`config.mk`:
```
export PLATFORM = sky130hd
export DESIGN_NAME = product_accumulator
export DESIGN_NICKNAME = d
export VERILOG_FILES = /design/src/rtl/product_acc_pkg.sv /design/src/rtl/sat_add.sv /design/src/rtl/product_accumulator.sv
export SDC_FILE = /design/constraint.sdc
export NUM_CORES = 1
export LEC_CHECK = 0
export BUFFER_PORTS_ARGS = -buffer_cell sky130_fd_sc_hd__buf_2
export CAP_MARGIN = 5
export CORE_MARGIN = 2
export CORE_UTILIZATION = 30
export CTS_CLUSTER_SIZE = 24
export DETAILED_ROUTE_END_ITERATION = 8
export SKIP_CTS_REPAIR_TIMING = 1
export SLEW_MARGIN = 0
export SYNTH_ARGS = -nofsm -noshare
export SYNTH_HDL_FRONTEND = slang
export SYNTH_HIERARCHICAL = 1
export SYNTH_SLANG_ARGS = --single-unit
```
`constraint.sdc`:
```
create_clock -name clk -period 3.7 [get_ports clk]
set_input_delay 0.37 -clock clk [delete_from_list [all_inputs] [get_ports clk]]
set_output_delay 0.37 -clock clk [all_outputs]
set_load 0.01 [all_outputs]
```
`src/rtl/product_acc_pkg.sv`:
```
// rtl/product_acc_pkg.sv - shared types and constants for the product accumulator
package product_acc_pkg;

    localparam int PRODUCT_W = 16;
    localparam int COUNT_W   = 8;

    typedef enum logic [1:0] {
        IDLE  = 2'd0,
        ACCUM = 2'd1,
        HOLD  = 2'd2
    } acc_state_e;

endpackage

```
`src/rtl/sat_add.sv`:
```
// rtl/sat_add.sv - combinational unsigned saturating adder with carry-out flag
module sat_add #(
    parameter int W = 24
) (
    input  logic [W-1:0] a,
    input  logic [W-1:0] b,
    output logic [W-1:0] sum,
    output logic         carry
);

    logic [W:0] raw;

    // Full-width add; clamp to all-ones when the carry shows overflow
    always_comb begin
        raw   = {1'b0, a} + {1'b0, b};
        carry = raw[W];
        sum   = raw[W] ? {W{1'b1}} : raw[W-1:0];
    end

endmodule

```
`src/rtl/product_accumulator.sv`:
```
// rtl/product_accumulator.sv - frames unsigned products into a saturated sum with count
module product_accumulator
    import product_acc_pkg::*;
#(
    parameter int ACC_W   = 24,
    parameter int MAX_LEN = 8
) (
    input  logic                 clk,
    input  logic                 rst_n,
    input  logic                 in_valid,
    output logic                 in_ready,
    input  logic [PRODUCT_W-1:0] in_product,
    input  logic                 in_last,
    output logic                 out_valid,
    input  logic                 out_ready,
    output logic [ACC_W-1:0]     out_sum,
    output logic [COUNT_W-1:0]   out_count,
    output logic                 out_sat
);

    acc_state_e         state_q, state_d;
    logic [ACC_W-1:0]   acc_q, acc_d;
    logic [COUNT_W-1:0] count_q, count_d;
    logic               sat_q, sat_d;

    logic               beat;
    logic               frame_end;
    logic [COUNT_W-1:0] count_inc;
    logic [ACC_W-1:0]   prod_ext;
    logic [ACC_W-1:0]   add_sum;
    logic               add_carry;

    assign prod_ext = {{(ACC_W-PRODUCT_W){1'b0}}, in_product};

    sat_add #(
        .W(ACC_W)
    ) u_sat_add (
        .a    (acc_q),
        .b    (prod_ext),
        .sum  (add_sum),
        .carry(add_carry)
    );

    // Next-state and accumulator update; only a beat touches acc/count/sat
    always_comb begin
        state_d   = state_q;
        acc_d     = acc_q;
        count_d   = count_q;
        sat_d     = sat_q;
        frame_end = 1'b0;
        in_ready  = (state_q != HOLD);
        beat      = in_valid && in_ready;
        count_inc = count_q + COUNT_W'(1);

        case (state_q)
            IDLE: begin
                if (beat) begin
                    // First product loads directly so an old frame's sum never leaks in
                    acc_d     = prod_ext;
                    count_d   = COUNT_W'(1);
                    sat_d     = 1'b0;
                    frame_end = in_last;
                    state_d   = frame_end ? HOLD : ACCUM;
                end
            end
            ACCUM: begin
                if (beat) begin
                    acc_d     = add_sum;
                    count_d   = count_inc;
                    sat_d     = sat_q | add_carry;
                    // in_last and the length limit may coincide; either ends the frame once
                    frame_end = in_last || (count_inc == COUNT_W'(MAX_LEN));
                    state_d   = frame_end ? HOLD : ACCUM;
                end
            end
            HOLD: begin
                if (out_ready) begin
                    state_d = IDLE;
                end
            end
            default: begin
                state_d = IDLE;
            end
        endcase
    end

    // State and datapath registers, cleared asynchronously so a partial frame is dropped
    always_ff @(posedge clk or negedge rst_n) begin
        if (!rst_n) begin
            state_q <= IDLE;
            acc_q   <= '0;
            count_q <= '0;
            sat_q   <= 1'b0;
        end else begin
            state_q <= state_d;
            acc_q   <= acc_d;
            count_q <= count_d;
            sat_q   <= sat_d;
        end
    end

    // Result comes straight from registers; acc/count/sat are frozen while in HOLD
    always_comb begin
        out_valid = (state_q == HOLD);
        out_sum   = acc_q;
        out_count = count_q;
        out_sat   = sat_q;
    end

endmodule

```
## Word-level counts from Yosys, hierarchy flattened

Index checks and enable logic that the tools add are counted.

- Memory bits (writable): 0
- Memory bits (read-only): 0
- Bits in latches: 0
- Bits of input ports: 21
- Bits in registers: 35
- Output and inout bits: 35
- Logic and storage cells: 36
- Memories kept: 0

- Divide/modulo/power cells: 0
- Shift-type cells: 0
- Eq/ne operators: 7
- $add $sub $neg: 2
- Order comparisons: 0
- Mux-type cells: 16
- Bitwise operators: 1
- Multipliers: 0
- Reduce and logical (&&, ||, !) cells: 6

Operator list:

| cell | number |
|---|---|
| $mux W24 | 3 |
| $pmux W24 S2 | 1 |
| $add A24 B16 Y25 | 1 |
| $mux W8 | 2 |
| $pmux W8 S2 | 1 |
| $mux W2 | 5 |
| $add A8 B1 Y8 const B | 1 |
| $eq A8 B4 Y1 const B | 1 |
| $ne A2 B2 Y1 const B | 3 |
| $pmux W2 S3 | 1 |
| $reduce_and A3 Y1 | 2 |
| $eq A2 B1 Y1 const B | 1 |
| $eq A2 B2 Y1 const B | 1 |
| $logic_not A2 Y1 | 1 |
| $mux W1 | 2 |
| $ne A2 B1 Y1 const B | 1 |
| $pmux W1 S2 | 1 |
| $reduce_bool A2 Y1 | 1 |
| $logic_and A1 B1 Y1 | 1 |
| $logic_or A1 B1 Y1 | 1 |
| $or A1 B1 Y1 | 1 |

## Logic depth before layout (Yosys ltp)

Gate-level depths: netlist (run 1).

- Depth after elaboration: 6
- Depth in mapped cells: 12
- Depth with buffers taken out: 11

## Cells and area by module

The synthesis (run 1) kept the hierarchy.

Modules (own cells, without submodules):

| module | cells an instance | instances | area each (um^2) |
|---|---|---|---|
| product_accumulator | 176 | 1 | 1,676.6 |
| sat_add | 201 | 1 | 1,386.3 |

## Least setup slack after synthesis (run 1)

No wires, ideal clock.

- Path kind: register to register
- From: register acc_q[0] (netlist: out_sum[0])
- To: register acc_q[9] (netlist: out_sum[9])
- Cell stages (with the launch flop): 13
- Clock period less this slack: 2.715 ns
- Path buffers: 1
- Arrival time: 2.582 ns
- Path slack: 0.985 ns
- Library setup time: 0.133 ns
- Data required time: 3.567 ns
- Cells stage by stage: dfrtp_1 > ha_1 > fa_1 > a21o_1 > a221oi_2 > o211a_1 > o21a_1 > o21a_2 > buf_4 > inv_1 > a21o_1 > mux2i_1 > o21ai_0

- Cells in the longest elaborated chain, start to end: 4

Ends and longest elaborated chain:

| element | line | text |
|---|---|---|
| start, declared | product_accumulator.sv:22 | `logic [ACC_W-1:0] acc_q, acc_d;` |
| start signal, assigned | product_accumulator.sv:91 | `acc_q <= '0;` |
| start signal, assigned | product_accumulator.sv:96 | `acc_q <= acc_d;` |
| $add A24 B16 Y25 | sat_add.sv:15 | `raw = {1'b0, a} + {1'b0, b};` |
| via add_carry | product_accumulator.sv:31 | `logic add_carry;` |
| $mux W24 | sat_add.sv:17 | `sum = raw[W] ? {W{1'b1}} : raw[W-1:0];` |
| via add_sum[9] | product_accumulator.sv:30 | `logic [ACC_W-1:0] add_sum;` |
| $mux W24 | product_accumulator.sv:67 | `if (beat) begin` |
| $pmux W24 S2 | product_accumulator.sv:55 | `case (state_q)` |

The timed path passes the listed nets, and every way through them passes these cells. The select of a mux whose other input is x is not followed.
A chain may end at the register's enable or synchronous reset.

## Worst setup path after layout (run 1)

Same ends and word-level chain as after synthesis.

==> flow_summary.toml, run 1 <==
[logic_synthesis]
synth_area_leaders = "dfrtp_1 29%, ha_1 10%, nand2_1 9.2%"
syn-instance-count = 377
synth_top_cell_area_share = 0.2859
syn_avg_cell_area_um2 = 8.125
async_reset_ff_frac = 1.000
synth_cell_type_count = 56
ys_seq_area_frac = 0.2859
synth_edf_count = 0
synth_ff_type = "dfrtp_1"
yosys_warnings = 6
ys_ff_latch = 35
syn_area_um2 = 3063
synth_largest_area_cell = "dfrtp_1"

[finish]
seq_area_um2 = 875.8
fill_cells = 1017
drive_gt1_frac = 0.1736
nNetsFinal = 478
antenna_cells = 0
syn2layout_area_growth_pct = 15.89
multi_input_area_um2 = 2081

[grt]
antenna_found_initial = 0
grt_pass1_wl_mm = 13.17
grt_remaining_overflow = 0
first_global_vias = 2699
grt_max_degree = 49
gr-usage-all-layers = 0.1434

[place]
port_buffers = 55
dp_slack_ns = 0.4650
hpwl_mm = 5.763
place_congestion = 0.8718

[cts]
cts_tree = "done"
clk_latency_ns = 0.29
clk_path_buf_depth = 2
clk_pin_slew_ns = 0.08
cts_root_buf = "clkbuf_8"
h-tree-depth = 2
numClockSinks = 35
cts_buffers = 5

[setup_path]
rrSetupSlack_ns = 0.53
worst_r2r_path_depth = 11
reg2reg_from = "out_sum[0]"
crit_arrival_ns = 3.33
cp.required_ns = 3.86
crit_fanout = 24
path_class = "reg2reg"
cp-end-kind = "flip-flop"
r2r_end = "out_sum[9]"
critPathLaunchType = "flip-flop"

[sta]
period_share = 0.8579
rsz0062_at_grt = "false"
setup_violations = 0
hold_viol_final = 0
slew_viol_final = 0
fin_ws_ns = 0.5258
fmax_mhz = 315.0
finClkSkew_ns = 0.007271
final.min_clock_period_ns = 3.174
slew_headroom = 0.2776
fin_tns_setup_ns = 0
worst_pin_slew_ns = 1.081

[pwr]
powerDensity_nw_per_um2 = 600.1
peakVddDrop_uv = 207.1
power_frac_seq = 0.265
switching_power_mw = 0.9605
internal_power_mw = 1.170
leakage_nw = 1.751
combPwrFrac = 0.591
p_sw_frac = 0.4509
clockPowerShare = 0.144

[floorplan]
num_io_pins = 56
die_w_um = 105.0
core-area_um2 = 9864
die_area_um2 = 11030
rows = 36
initial_core_util = 0.3105
die-height_um = 105.0

[detailed_routing]
drtPass1Iterations = 5
drcViolationCount = 0
avgViaCountPerCell = 5.039
postRouteAntennaNets = 0
routedWlPerCell_um = 13.93
via_count = 2847
drt-total-wl_mm = 7.869
drt_iter0_markers = 167

[min_path]
min_path_type = "in2async"

[run_status]
status = "completed"

[job]
maxCapViolations = 0
[worst max path at each step]
stage,from,endpoint
after global routing,out_sum[0],out_sum[9]
after floorplan,out_sum[0],out_sum[9]
after CTS,out_sum[0],out_sum[9]
after detailed placement,in_product[0],out_sum[9]
final,out_sum[0],out_sum[9]
after global placement,in_product[0],out_sum[9]
[routing by layer]
| metal | global-route usage | wire length (µm) |
|---|---|---|
| met4 | 0.02952 | 45 |
| met3 | 0.03182 | 444 |
| met5 | 0 | 0 |
| met1 | 0.1931 | 3761 |
| met2 | 0.2356 | 3617 |
[synth_stat cells (4+ instances only)]
cell and instances:
nand2_1 75, dfrtp_1 35, o21ai_0 33, a21oi_1 27
ha_1 25, mux2i_1 19, nand3_1 16, xnor2_1 15
inv_1 12, nor2_1 12, a21o_1 11, and3_1 6
buf_2 6, nand2b_1 6, and2_1 5, clkbuf_1 5
xor2_1 5, o211ai_1 4
[cells in the final DEF, fill, tap and decap left out, drive strengths merged, types with 2 or more instances in the layout]
cell type  netlist  final
o311ai           2      2
o21a             4      4
a41oi            2      2
and3             6      6
buf             10     56
o21bai           3      3
nand2           75     75
nor3             2      2
nand4b           2      2
nor2            13     13
clkbuf           6      6
a21o            11     11
nor2b            3      3
nand3           16     16
conb             1      8
a221o            3      3
mux2i           19     19
nand2b           7      7
a21oi           27     27
a31oi            3      3
o21ai           35     35
or3              2      2
ha              25     25
o211ai           4      4
o2111ai          2      2
nand4            2      2
dfrtp           35     35
inv             12     12
xnor2           15     15
xor2             5      5
and2             7      7
nor4b            2      2
a211oi           3      3
[critical path: stages, from the launching register on]
cell	delay [ns]
dfrtp_1	0.40
ha_1	0.23
fa_1	0.41
a21o_1	0.23
a221oi_2	0.33
o211a_1	0.29
o21a_1	0.17
o21a_2	0.46
inv_1	0.13
a21o_1	0.17
mux2i_1	0.12
o21ai_0	0.09
[area by class of cell]
| cell class | instances | area share |
|---|---|---|
| tap | 133 | 0.04688 |
| inverter | 12 | 0.01269 |
| clock inverter | 2 | 0.004582 |
| timing repair buffer | 56 | 0.07966 |
| sequential | 35 | 0.2467 |
| clock buffer | 6 | 0.02326 |
| multi-input combinational | 321 | 0.5862 |
[sequential cells by signal (all words and copies together) (netlist names)]
name       flops
out_sum       24
out_sat        1
state_q        2
out_count      8
[power by group through the flow]
stage / Combinational (mW) / Clock, mW / Sequential [mW]
CTS: 1.25 / 0.325 / 0.565
detailed placement: 1.24 / 0 / 0.572
floorplan: 0.916 / 0 / 0.596
global route: 1.41 / 0.336 / 0.580
finish: 1.26 / 0.307 / 0.564
global placement: 1.23 / 0 / 0.570
[cells by family (layout without fill, tap and decap cells)]
logic type | count (synthesis) | after routing | synth area share
fa+ha+maj | 26 | 26 | 0.1087
compound gates | 108 | 108 | 0.2259
xor+xnor | 20 | 20 | 0.05719
flops | 35 | 35 | 0.2859
buf+inv | 28 | 76 | 0.04330
simple gates | 140 | 140 | 0.2157
other cells | 1 | 8 | 0.001224
mux | 19 | 19 | 0.06209
[through the flow]
step	power (mW)	hold WS, ns	util	instance area [µm²]	instances
floorplan	1.512	0.07441	-	3089	384
global placement	1.797	0.4852	0.3498	3451	557
detailed placement	1.810	0.4801	0.3498	3451	557
CTS	2.136	0.2130	0.3598	3550	565
global route	2.329	0.2518	0.3598	3550	565
finish	2.130	0.1751	0.3598	3550	565
Note: power is estimated with default switching activity, not from simulation.
==> run 2, diff against run 1 <==
--- a/config.mk
+++ b/config.mk
@@ -7,13 +7,15 @@
 export LEC_CHECK = 0
 export BUFFER_PORTS_ARGS = -buffer_cell sky130_fd_sc_hd__buf_2
 export CAP_MARGIN = 5
+export CELL_PAD_IN_SITES_DETAIL_PLACEMENT = 1
+export CELL_PAD_IN_SITES_GLOBAL_PLACEMENT = 2
 export CORE_MARGIN = 2
 export CORE_UTILIZATION = 30
 export CTS_CLUSTER_SIZE = 24
 export DETAILED_ROUTE_END_ITERATION = 8
+export PLACE_DENSITY_LB_ADDON = 0.1
 export SKIP_CTS_REPAIR_TIMING = 1
 export SLEW_MARGIN = 0
 export SYNTH_ARGS = -nofsm -noshare
 export SYNTH_HDL_FRONTEND = slang
-export SYNTH_HIERARCHICAL = 1
 export SYNTH_SLANG_ARGS = --single-unit
==> run 2 against run 1 <==
Net effect:
- utilization up 0.38 points
- worst hold slack gained 0.0048 ns
- register-to-register slack better by 0.60 ns
- non-clock buffer count rose by 2
- sequential share of layout area grew 2.8 points
- final cell count shrank 13%
- total power down 22%
- critical endpoint is now out_sum[19]
- highest routed layer unchanged
==> flow_summary.toml, run 2 <==
[grt]
grt_pass1_wl_mm = 14.41
grt_max_degree = 36
antenna_found_initial = 0
gr-usage-all-layers = 0.1818
first_global_vias = 2705
grt_remaining_overflow = 0

[detailed_routing]
drtPass1Iterations = 4
drt_iter0_markers = 67
via_count = 2733
routedWlPerCell_um = 17.69
drt-total-wl_mm = 8.702
drcViolationCount = 0
avgViaCountPerCell = 5.555
postRouteAntennaNets = 0

[floorplan]
die_w_um = 99.42
core-area_um2 = 8763
die_area_um2 = 9883
initial_core_util = 0.3117
die-height_um = 99.42
rows = 34
num_io_pins = 56

[cts]
h-tree-depth = 2
cts_buffers = 5
clk_pin_slew_ns = 0.09
clk_latency_ns = 0.30
numClockSinks = 35
clk_path_buf_depth = 2
cts_tree = "done"
cts_root_buf = "clkbuf_8"

[logic_synthesis]
syn-instance-count = 333
synth_largest_area_cell = "dfrtp_1"
synth_edf_count = 0
synth_ff_type = "dfrtp_1"
ys_seq_area_frac = 0.3207
synth_cell_type_count = 51
synth_top_cell_area_share = 0.3207
synth_area_leaders = "dfrtp_1 32%, ha_1 7.8%, nand2_1 5.2%"
async_reset_ff_frac = 1.000
yosys_warnings = 0
syn_area_um2 = 2731
ys_top_cells_by_count = "38 x nand2_1, 35 x dfrtp_1, 28 x a21oi_1"
ys_ff_latch = 35
syn_avg_cell_area_um2 = 8.202
synthesis.nets = 372
synth_most_common_cell = "nand2_1"

[finish]
syn2layout_area_growth_pct = 16.67
largest_register_ffs = 24
nNetsFinal = 422
fill_cells = 1095
layout_commonest_cell = "buf_2"
drive_gt1_frac = 0.1979
final_cell_mix = "55 x buf_2, 38 x nand2_1, 35 x dfrtp_1"
antenna_cells = 0

[setup_path]
cp.required_ns = 3.92
crit_chain = "ha_1, inv_1, fa_1, nand2b_1, a21oi_1, o21ai_2, a211oi_2, o21ai_4, a41oi_1"
path_class = "reg2reg"
crit_arrival_ns = 2.79
critPathLaunchType = "flip-flop"
cpMaxStageDelayCell = "fa_1"
max_stage_delay_ns = 0.40
cp-end-kind = "flip-flop"
crit_fanout = 9

[pwr]
peakVddDrop_uv = 158.5
power_mw = 1.658
powerDensity_nw_per_um2 = 520.3
leakage_nw = 1.372

[sta]
rsz0062_at_grt = "false"
final.min_clock_period_ns = 2.575
worst_pin_slew_ns = 0.8544
fmax_mhz = 388.4
slew_headroom = 0.4278
hold_viol_final = 0
period_share = 0.6959
setup_violations = 0
fin_tns_setup_ns = 0
finClkSkew_ns = 0.009328
slew_viol_final = 0

[job]
maxCapViolations = 0

[place]
port_buffers = 55
hpwl_mm = 6.355
place_congestion = 0.7924

[min_path]
min_path_type = "in2async"

[run_status]
status = "completed"
run 2: changes by cell type in the layout (fill, tap and decap cells not counted), moves of 7 or more:
cell     change
mux2i_1     -18
or3_1       +15
a31oi_1     +18
o21ai_0      -8
conb_1       -8
nand2_1     -37
ha_1         -8
xnor2_1      -8
o31ai_1      +7
nor2_1      +11
run 2: worst paths after layout:
path                         startpoint            to  slack, ns  cells past startpoint
max reg2reg                  out_sum[0]   out_sum[19]       1.13                      9
min reg2reg                out_count[7]  out_count[7]       0.54                      1
min in group clk              out_ready    state_q[1]       0.26                      2
min                               rst_n    out_sum[7]       0.18                      1
max in group asynchronous         rst_n    state_q[0]       2.98                      1
max                          out_sum[0]   out_sum[19]       1.13                      9
run 2: final cells by class:
| type | instances | area, µm² | area share |
|---|---|---|---|
| clock buffer | 5 | 68.82 | 0.02159 |
| clock inverter | 3 | 20.02 | 0.006282 |
| inverter | 8 | 30.03 | 0.009423 |
| multi-input combinational | 275 | 1759 | 0.5520 |
| sequential | 35 | 875.8 | 0.2748 |
| tap | 108 | 135.1 | 0.04240 |
| timing repair buffer | 58 | 297.8 | 0.09344 |
run 2: report_power, final:
part	switching [mW]	internal, mW
clock network	0.167	0.131
registers	0.0664	0.446
logic	0.525	0.322
run 2: worst max-delay path: cells and delay by family (launching register included):
kind	cells	cell delay, ns
DFF	1	0.37
and+or+nand+nor	1	0.18
adders and majority gates	2	0.61
buffers and inverters	1	0.07
AOI/OAI and AO/OA	5	1.28
run 2: per-stage QoR:
stage          hold slack, ns  worst slack, ns    util  cell area [µm²]  cells
2_1_floorplan         0.07441            1.447       -             2731    333
3_3_place_gp           0.5126            1.076  0.3535             3098    484
3_5_place_dp           0.5231           0.9848  0.3535             3098    484
4_1_cts                0.2164            1.086  0.3636             3187    492
5_1_grt                0.2457           0.9494  0.3636             3187    492
6_report               0.1799            1.125  0.3636             3187    492
run 2: layer usage:
metal | share of wire | track usage | wire (µm) | up-vias
li1 | - | - | - | 1346
met1 | 0.51 | 0.2598 | 4421 | 1339
met2 | 0.45 | 0.2963 | 3944 | 42
met3 | 0.031 | 0.02670 | 270 | 6
met4 | 0.0076 | 0.03161 | 66 | 0
met5 | 0 | 0 | 0 | -
run 2: logic make-up (layout without fill, tap and decap cells):
logic type / Yosys count / after routing / share of synthesized area
AO/OA/AOI/OAI: 130 / 130 / 0.3147
AND/OR/NAND/NOR: 113 / 113 / 0.1979
flip-flops: 35 / 35 / 0.3207
buffers and inverters: 23 / 74 / 0.03619
adder cells (fa/ha/maj): 18 / 18 / 0.08520
XOR/XNOR: 13 / 13 / 0.04169
multiplexers: 1 / 1 / 0.003665
